## config.mk

```make
export PLATFORM = sky130hd
export DESIGN_NAME = stream_fifo
export DESIGN_NICKNAME = d
export VERILOG_FILES = /design/src/rtl/stream_fifo_pkg.sv /design/src/rtl/stream_fifo_mem.sv /design/src/rtl/stream_fifo.sv
export SDC_FILE = /design/constraint.sdc
export NUM_CORES = 1
export LEC_CHECK = 0
export BUFFER_PORTS_ARGS = -buffer_cell sky130_fd_sc_hd__buf_4
export CAP_MARGIN = 25
export CORE_MARGIN = 2
export CORE_UTILIZATION = 61
export DETAILED_ROUTE_END_ITERATION = 8
export GPL_ROUTABILITY_DRIVEN = 1
export GPL_TIMING_DRIVEN = 0
export PLACE_DENSITY_LB_ADDON = 0.12
export SLEW_MARGIN = 40
export SYNTH_ARGS = -nofsm -noshare
export SYNTH_HDL_FRONTEND = slang
export SYNTH_SLANG_ARGS = --single-unit
```

## constraint.sdc

```tcl
create_clock -name clk -period 5.65 [get_ports clk]
set_clock_uncertainty 0.15 [all_clocks]
set_input_delay 1.13 -clock clk [delete_from_list [all_inputs] [get_ports clk]]
set_output_delay 1.13 -clock clk [all_outputs]
set_load 0.03 [all_outputs]
```

## src/rtl/stream_fifo_pkg.sv

```systemverilog
// Shared handshake and sizing constants for the filter datapath blocks
// (fifo_writer, fifo_reader, stream_fifo).
package stream_fifo_pkg;

    // Acknowledge pulses last exactly one clock cycle.
    localparam int ACK_PULSE      = 1;

    // Default sample-block word width.
    localparam int C_SLV_DWIDTH   = 32;

    // Default FIFO depth expressed as log2(entries).
    localparam int FIFO_DEPTH_LOG = 4;

    // Number of storage entries for a given log2 depth.
    function automatic int fifo_depth(input int depth_log);
        return 1 << depth_log;
    endfunction

endpackage

```

## src/rtl/stream_fifo_mem.sv

```systemverilog
// Simple dual-port storage for stream_fifo: synchronous write, registered
// read, no reset so the array maps onto block or distributed RAM.
module stream_fifo_mem
    import stream_fifo_pkg::*;
#(
    parameter int DWIDTH    = C_SLV_DWIDTH,
    parameter int DEPTH_LOG = FIFO_DEPTH_LOG
) (
    input  logic                 clk,
    input  logic                 we,
    input  logic [DEPTH_LOG-1:0] waddr,
    input  logic [0:DWIDTH-1]    wdata,
    input  logic                 re,
    input  logic [DEPTH_LOG-1:0] raddr,
    output logic [0:DWIDTH-1]    rdata
);

    localparam int DEPTH = fifo_depth(DEPTH_LOG);

    logic [0:DWIDTH-1] mem [DEPTH];
    logic [0:DWIDTH-1] rdata_q;

    // Write port: store the incoming word when the controller accepts it.
    always_ff @(posedge clk) begin
        if (we) begin
            mem[waddr] <= wdata;
        end
    end

    // Read port: capture the addressed word; the register holds between reads.
    always_ff @(posedge clk) begin
        if (re) begin
            rdata_q <= mem[raddr];
        end
    end

    assign rdata = rdata_q;

endmodule

```

## src/rtl/stream_fifo.sv

```systemverilog
// Buffering FIFO between fifo_writer and fifo_reader. Both sides initiate
// req/ack handshakes; this block only responds, and publishes registered
// full/empty flags plus the fill level.
module stream_fifo
    import stream_fifo_pkg::*;
#(
    parameter int DWIDTH    = C_SLV_DWIDTH,
    parameter int DEPTH_LOG = FIFO_DEPTH_LOG
) (
    input  logic                 clk,
    input  logic                 rst,
    input  logic                 wr_req,
    output logic                 wr_ack,
    input  logic [0:DWIDTH-1]    wr_data,
    output logic                 full,
    input  logic                 rd_req,
    output logic                 rd_ack,
    output logic [0:DWIDTH-1]    rd_data,
    output logic                 empty,
    output logic [DEPTH_LOG:0]   level
);

    // Fill count that means "every entry occupied".
    localparam logic [DEPTH_LOG:0] LEVEL_FULL = {1'b1, {DEPTH_LOG{1'b0}}};

    logic [DEPTH_LOG-1:0] wptr_q, wptr_d;
    logic [DEPTH_LOG-1:0] rptr_q, rptr_d;
    logic [DEPTH_LOG:0]   level_q, level_d;
    logic                 wr_ack_q, wr_ack_d;
    logic                 rd_ack_q, rd_ack_d;
    logic                 full_q, full_d;
    logic                 empty_q, empty_d;
    // Cleared by reset, set by the first clock edge afterwards; transfers
    // are held off until then so the first one lands on the second edge.
    logic                 run_q, run_d;
    // Set once any word has been read; until then rd_data reads as zero
    // because the RAM read register itself has no reset.
    logic                 rd_valid_q, rd_valid_d;

    logic                 wr_fire;
    logic                 rd_fire;
    logic [0:DWIDTH-1]    mem_rdata;

    // Accept/serve decisions use only registered state and the req levels;
    // the ack terms enforce the one-cycle pulse and 2-cycle minimum spacing.
    always_comb begin
        wr_fire = run_q && wr_req && !wr_ack_q && !full_q;
        rd_fire = run_q && rd_req && !rd_ack_q && !empty_q;
    end

    // Next-state for pointers, level, flags and acknowledges.
    always_comb begin
        wptr_d     = wptr_q;
        rptr_d     = rptr_q;
        level_d    = level_q;
        run_d      = 1'b1;
        rd_valid_d = rd_valid_q || rd_fire;
        wr_ack_d   = wr_fire;
        rd_ack_d   = rd_fire;

        if (wr_fire) begin
            wptr_d = wptr_q + DEPTH_LOG'(1);
        end
        if (rd_fire) begin
            rptr_d = rptr_q + DEPTH_LOG'(1);
        end

        unique case ({wr_fire, rd_fire})
            2'b10:   level_d = level_q + (DEPTH_LOG+1)'(1);
            2'b01:   level_d = level_q - (DEPTH_LOG+1)'(1);
            default: level_d = level_q;
        endcase

        // Flags follow the new level so they are valid right after the edge.
        full_d  = (level_d == LEVEL_FULL);
        empty_d = (level_d == '0);
    end

    // Control state register with asynchronous reset.
    always_ff @(posedge clk or posedge rst) begin
        if (rst) begin
            wptr_q     <= '0;
            rptr_q     <= '0;
            level_q    <= '0;
            wr_ack_q   <= 1'b0;
            rd_ack_q   <= 1'b0;
            full_q     <= 1'b0;
            empty_q    <= 1'b1;
            run_q      <= 1'b0;
            rd_valid_q <= 1'b0;
        end else begin
            wptr_q     <= wptr_d;
            rptr_q     <= rptr_d;
            level_q    <= level_d;
            wr_ack_q   <= wr_ack_d;
            rd_ack_q   <= rd_ack_d;
            full_q     <= full_d;
            empty_q    <= empty_d;
            run_q      <= run_d;
            rd_valid_q <= rd_valid_d;
        end
    end

    stream_fifo_mem #(
        .DWIDTH    (DWIDTH),
        .DEPTH_LOG (DEPTH_LOG)
    ) u_mem (
        .clk   (clk),
        .we    (wr_fire),
        .waddr (wptr_q),
        .wdata (wr_data),
        .re    (rd_fire),
        .raddr (rptr_q),
        .rdata (mem_rdata)
    );

    assign wr_ack  = wr_ack_q;
    assign rd_ack  = rd_ack_q;
    assign full    = full_q;
    assign empty   = empty_q;
    assign level   = level_q;
    assign rd_data = rd_valid_q ? mem_rdata : '0;

endmodule

```

### Word-level counts from Yosys, hierarchy flattened

Memory sizes are Yosys's and may differ from the RTL's. A register that Yosys moved wholly into a read port is not among the register bits.
Index checks and enable logic that the tools add are counted.

| storage, ports and cells | value |
|---|---|
| memories | 1 |
| word-level logic and storage cells | 33 |
| register bits after elaboration | 19 |
| output and inout port bits | 41 |
| bits in writable memories | 512 |
| input bits | 36 |

| cells by class | value |
|---|---|
| $add $sub $neg | 4 |
| reductions and logical operators | 12 |
| equality and inequality tests | 3 |
| muxes and demuxes | 4 |

Memory list:

| name | words | bits a word | read ports | clocked after Yosys merged registers in | write ports | line | RTL |
|---|---|---|---|---|---|---|---|
| u_mem.mem | 16 | 32 | 1 | 1 | 1 | stream_fifo_mem.sv:20 | `logic [0:DWIDTH-1] mem [DEPTH];` |

Operator list:

| operator | count |
|---|---|
| 32-bit 2-to-1 mux | 1 |
| 5-bit case mux with 2 select lines | 1 |
| 4-bit by 1-bit adder with 4-bit output, second input constant | 2 |
| 1-bit logical AND | 6 |
| 5-bit by 1-bit adder with 5-bit output, second input constant | 1 |
| 5-bit == test, second input constant | 1 |
| 5-bit zero test | 1 |
| 5-bit by 1-bit subtractor with 5-bit output, second input constant | 1 |
| 1-bit zero test | 4 |
| 2-bit by 1-bit == test with 1-bit output, second input constant | 1 |
| 2-bit == test, second input constant | 1 |
| 1-bit 2-to-1 mux | 2 |
| 1-bit logical OR | 1 |

### Logic depth before layout (Yosys ltp)

| logic depth | value |
|---|---|
| depth in word-level cells | 6 |
| gate-level depth with buffers | 12 |
| mapped depth without buffers | 11 |

### Cells and area by module

A second synthesis with hierarchy kept.

| second synthesis, totals | value |
|---|---|
| cell total of the unflattened synthesis | 952 |
| area total of the unflattened synthesis | 21354.2 µm² |

Modules (own cells, without submodules):

| module | area an instance (µm²) | seq. area each (µm²) | instances | cells an instance |
|---|---|---|---|---|
| stream_fifo_mem | 20174.3 | 16335.7 | 1 | 838 |
| stream_fifo | 1179.9 | 476.7 | 1 | 114 |

### Least setup slack after synthesis

No wires, ideal clock.

| path | value |
|---|---|
| path type | input to register |
| start point | in rd_req |
| end point | reg full_q, in the netlist full |
| buffers on the path | 1 |
| setup slack | -0.231 ns |
| stages | 11 |
| library setup time | 0.088 ns |
| data arrival time | 5.643 ns |
| required time | 5.412 ns |
| cell sequence | nand2_1 nor3_1 ha_1 buf_2 xor2_1 ha_1 a21oi_1 mux2i_1 xnor2_1 or2_2 nor3b_1 |

| on the way | value |
|---|---|
| word-level cells in the longest chain between the ends | 6 |
| elaborated cells on any way between the ends | 7 |
| those cells by class | eq/ne: 3; mux: 1; reduce/logical: 3 |

Ends and longest elaborated chain:

| what | line | RTL |
|---|---|---|
| from (decl) | stream_fifo.sv:16 | `input logic rd_req,` |
| 1-bit logical AND (*) (3 in series) | stream_fifo.sv:48 | `rd_fire = run_q && rd_req && !rd_ack_q && !empty_q;` |
| named net rd_ack_d | stream_fifo.sv:30 | `logic rd_ack_q, rd_ack_d;` |
| 2-bit by 1-bit == test with 1-bit output or 2-bit == test (tied branches) | stream_fifo.sv:68 | `unique case ({wr_fire, rd_fire})` |
| 5-bit case mux with 2 select lines (*) | stream_fifo.sv:68 |  |
| named net level_d[2] | stream_fifo.sv:28 | `logic [DEPTH_LOG:0] level_q, level_d;` |
| 5-bit == test (*) | stream_fifo.sv:75 | `full_d = (level_d == LEVEL_FULL);` |
| named net full_d | stream_fifo.sv:31 | `logic full_q, full_d;` |
| to (signal assigned) | stream_fifo.sv:97 | `full_q <= full_d;` |
| to (decl) | stream_fifo.sv:31 |  |

The timed path passes the listed nets; every way through them passes the cells marked *.
A chain may end at the register's enable or synchronous reset.

### Worst setup path in the final report

| path | value |
|---|---|
| start point | in wr_req |
| end point | mem u_mem.mem[0][7] (netlist name), enable pin |

| on the way | value |
|---|---|
| word-level cells in the longest chain between the ends | 5 |

Ends and longest elaborated chain:

| what | line | RTL |
|---|---|---|
| from (decl) | stream_fifo.sv:12 | `input logic wr_req,` |
| 1-bit logical AND (3 in series) | stream_fifo.sv:47 | `wr_fire = run_q && wr_req && !wr_ack_q && !full_q;` |
| named net u_mem.we | stream_fifo_mem.sv:10 | `input logic we,` |
| 1-bit 2-to-1 mux | stream_fifo_mem.sv:25 | `if (we) begin` |
| 1-bit 2-to-1 mux (not written as such) | stream_fifo_mem.sv:26 | `mem[waddr] <= wdata;` |
| to (decl) | stream_fifo_mem.sv:20 |  |

The timed path passes the listed nets, and every way through them passes these cells.

==> reports/summary.txt <==
Status - finished, final reports clean
Most frequent cells after synthesis - edfxtp_1, mux4_2, and2_1
Worst Setup SP - wr_req
TritonCTS Buffers - 54
Fin cells - 1562
RSZ-0062 raised after global routing - no
Filler Cell Count - 2019
Levels on crit path - 8
Internal power - 0.00834 W
CP Cell Sequence - buf_4 > nand2_1 > nor3_2 > nand2_1 > nor3_2 > buf_2 > buf_2 > buf_2
Fmax - 286 MHz
Net Sw Power - 0.00319 W
R2R Path End - u_mem.mem[0][7]$_DFFE_PP_
Final net count - 1113
Worst Path Max Fanout - 10
Pins over their slew limit - 0
Netlist cell types - 37
Multi-input logic area - 4470 um^2
Syn. warnings - 0
End point of the critical path - u_mem.mem[0][7]$_DFFE_PP_
Die Wd - 191 um
FF-to-FF Start - wr_ack$_DFF_PP0_
Layout cells sized above 1 - 36.4%
Slew margin rel. - 41.1%
GRT Resource Usage Total - 25.5%
GPL Wtd Cong - 0.719
Most repeated library cell on the critical path - buf_2
Slowest library cell on the worst path - nor3_2
Flops & latches, synth - 563
Least-Margin Pin Slew - 0.884 ns
Most common cell in the synthesized netlist - edfxtp_1
WP buf/inv - 4
Min Tclk post-route - 3.49 ns
VDD IR max - 0.000338 V
Core Footprint - 34500 um^2
GR Overflow Total - 0
Final core utilization - 72.3%
Full die area - 36600 um^2
Power per standard cell area - 462 nW/um^2
Startpoint types - input pin
DRT Pass-1 Iters - 5
Clk pin slew, worst setup/hold paths - 0.06 ns
Path type of the worst setup path - in2reg
Iter 0 DRT Violations - 1098
Hold bufs inserted after CTS - 0
Reg2Reg Setup Slack - 2.39 ns
Reg2reg path depth - 6
Seq/Total Area, Yosys - 78.5%
Worst EP arrival - 3.61 ns
First-pass GRT wire length - 65800 um
Area growth, synth to finish - 16.5%
Clk pwr share - 28.2%
Mapped cell area - 21400 um^2
Total wire length - 44700 um
Antenna viol nets, final - 0
Critical path endpoint category - flop
Syn avg cell area - 24.2 um^2
Clock Path Buffers - 3
Worst Path Required - 5.77 ns
Register area - 16800 um^2
Largest cells by area after synthesis - edfxtp_1, mux4_2, dfrtp_1, and2_1, buf_6
Initial antenna violation count - 2
Post-synth top area share - 76.2%
Dpl hpwl - 28600 um
Vias in the first global route - 10100
Hold Violations, Final - 0
Dominant cell type by area after synthesis - edfxtp_1
Die Span Y - 191 um
PnR Total Power - 0.0115 W
Dpl cells - 1468
Worst-skew pair later-pin latency - 0.57 ns
DR vias - 9934
Ys flop type - edfxtp_1
Number of H-tree levels - 2
Hold Path Class - reg2reg
Routed len/inst - 28.6 um
Final Setup Violations - 0
Net Sw Frac - 27.6%
CTS sink cnt - 563
Final worst slack - 2.16 ns
PostCTS Resize Cnt - 0
P_leak - 8.10 nW
Crit share post-route - 61.8%
Post-synthesis cell count - 884
Via-to-Cell Ratio - 6.36
IO Pins - 77
Post-synth ARST share - 3.37%
Syn nets - 928
Max stage delay on crit path - 0.57 ns
DRC - 0
CP top delay family - simple AND/OR/NAND/NOR gates
Post-place setup slack - 1.58 ns
Largest net degree at the start of global routing - 20
Sequential Power Share - 43.6%
Max-cap violations - 0
Post-synth EDFFs - 544
Setup bufs post-CTS - 0
Clock root buffer master - clkbuf_16
Initial core utilization - 62.0%
Combinational Power Share - 28.1%
TritonCTS clock tree - built
PortBufs - 76
FP Rows - 68
-- placed cells by master, fill, tap and decap left out, types with 7 or more instances in the layout --
cell and n:
buf_4 87, buf_6 13, xnor2_1 9, and2_1 33, clkbuf_2 7, dfrtp_1 18, nor2_4 12, buf_8 16
clkbuf_1 33, nand2_1 10, clkinv_1 12, clkbuf_16 55, edfxtp_1 544, buf_16 10, buf_2 22, ha_1 8
mux4_2 160
-- registers in the layout (all words and copies together), names as in the netlist --
name and cells:
u_mem.mem 512, rptr_q 4, run_q 1, wr_ack 1, empty 1, rd_valid_q 1
rd_ack 1, full 1, level 5, wptr_q 4, u_mem.rdata 32
-- per-layer routing --
metal | track usage, % | wire length, um
met1 | 36.9 | 18200
met5 | 0 | 0
met3 | 3.80 | 2950
met4 | 6.15 | 784
met2 | 41.9 | 22700
-- cells by family (layout without fill, tap and decap cells) --
logic type      count (synthesis)  after routing  synth area share, %
flops                         563            563                 78.5
simple gates                   78             78                 2.02
mux                           163            163                 17.0
compound gates                 11             11                0.350
buf+inv                        49            271                 1.27
xor+xnor                       11             11                0.450
fa+ha+maj                       8              8                0.467
other cells                     1              2               0.0175
-- power by group through the flow --
stage               clock (W)  sequential (W)  combinational, W
CTS                   0.00329         0.00503           0.00330
floorplan                   0         0.00514           0.00222
detailed placement          0         0.00512           0.00327
global route          0.00345         0.00505           0.00344
finish                0.00325         0.00503           0.00324
global placement            0         0.00513           0.00312
-- final cells by class --
class,count,area share (%)
inverter,5,0.0752
clock buffer,73,5.82
antenna,1,0.0100
buffer,44,1.07
sequential,563,67.3
timing repair buffer,129,5.05
tap,455,2.28
multi-input combinational,272,17.9
clock inverter,20,0.456
-- metrics by stage --
| step | hold WS, ns | cell area (um^2) | TNS, ns |
|---|---|---|---|
| final | 0.378 | 25000 | 0 |
| after global routing | 0.395 | 25000 | 0 |
| after floorplan | 0.358 | 21400 | 0 |
| after CTS | 0.381 | 25000 | 0 |
| after detailed placement | 0.375 | 23400 | 0 |
| after global placement | 0.362 | 22600 | -249.95 |
-- how the worst min path moves through the flow --
stage | cells past startpoint | endpoint | startpoint
after CTS | 1 | level[4]$_DFF_PP0_ | level[4]$_DFF_PP0_
final | 1 | level[4]$_DFF_PP0_ | level[4]$_DFF_PP0_
after global routing | 1 | level[4]$_DFF_PP0_ | level[4]$_DFF_PP0_
after floorplan | 1 | rd_valid_q$_DFF_PP0_ | rd_valid_q$_DFF_PP0_
after detailed placement | 1 | level[4]$_DFF_PP0_ | level[4]$_DFF_PP0_
after global placement | 1 | level[4]$_DFF_PP0_ | level[4]$_DFF_PP0_
Power figures use the tool's default switching activity.
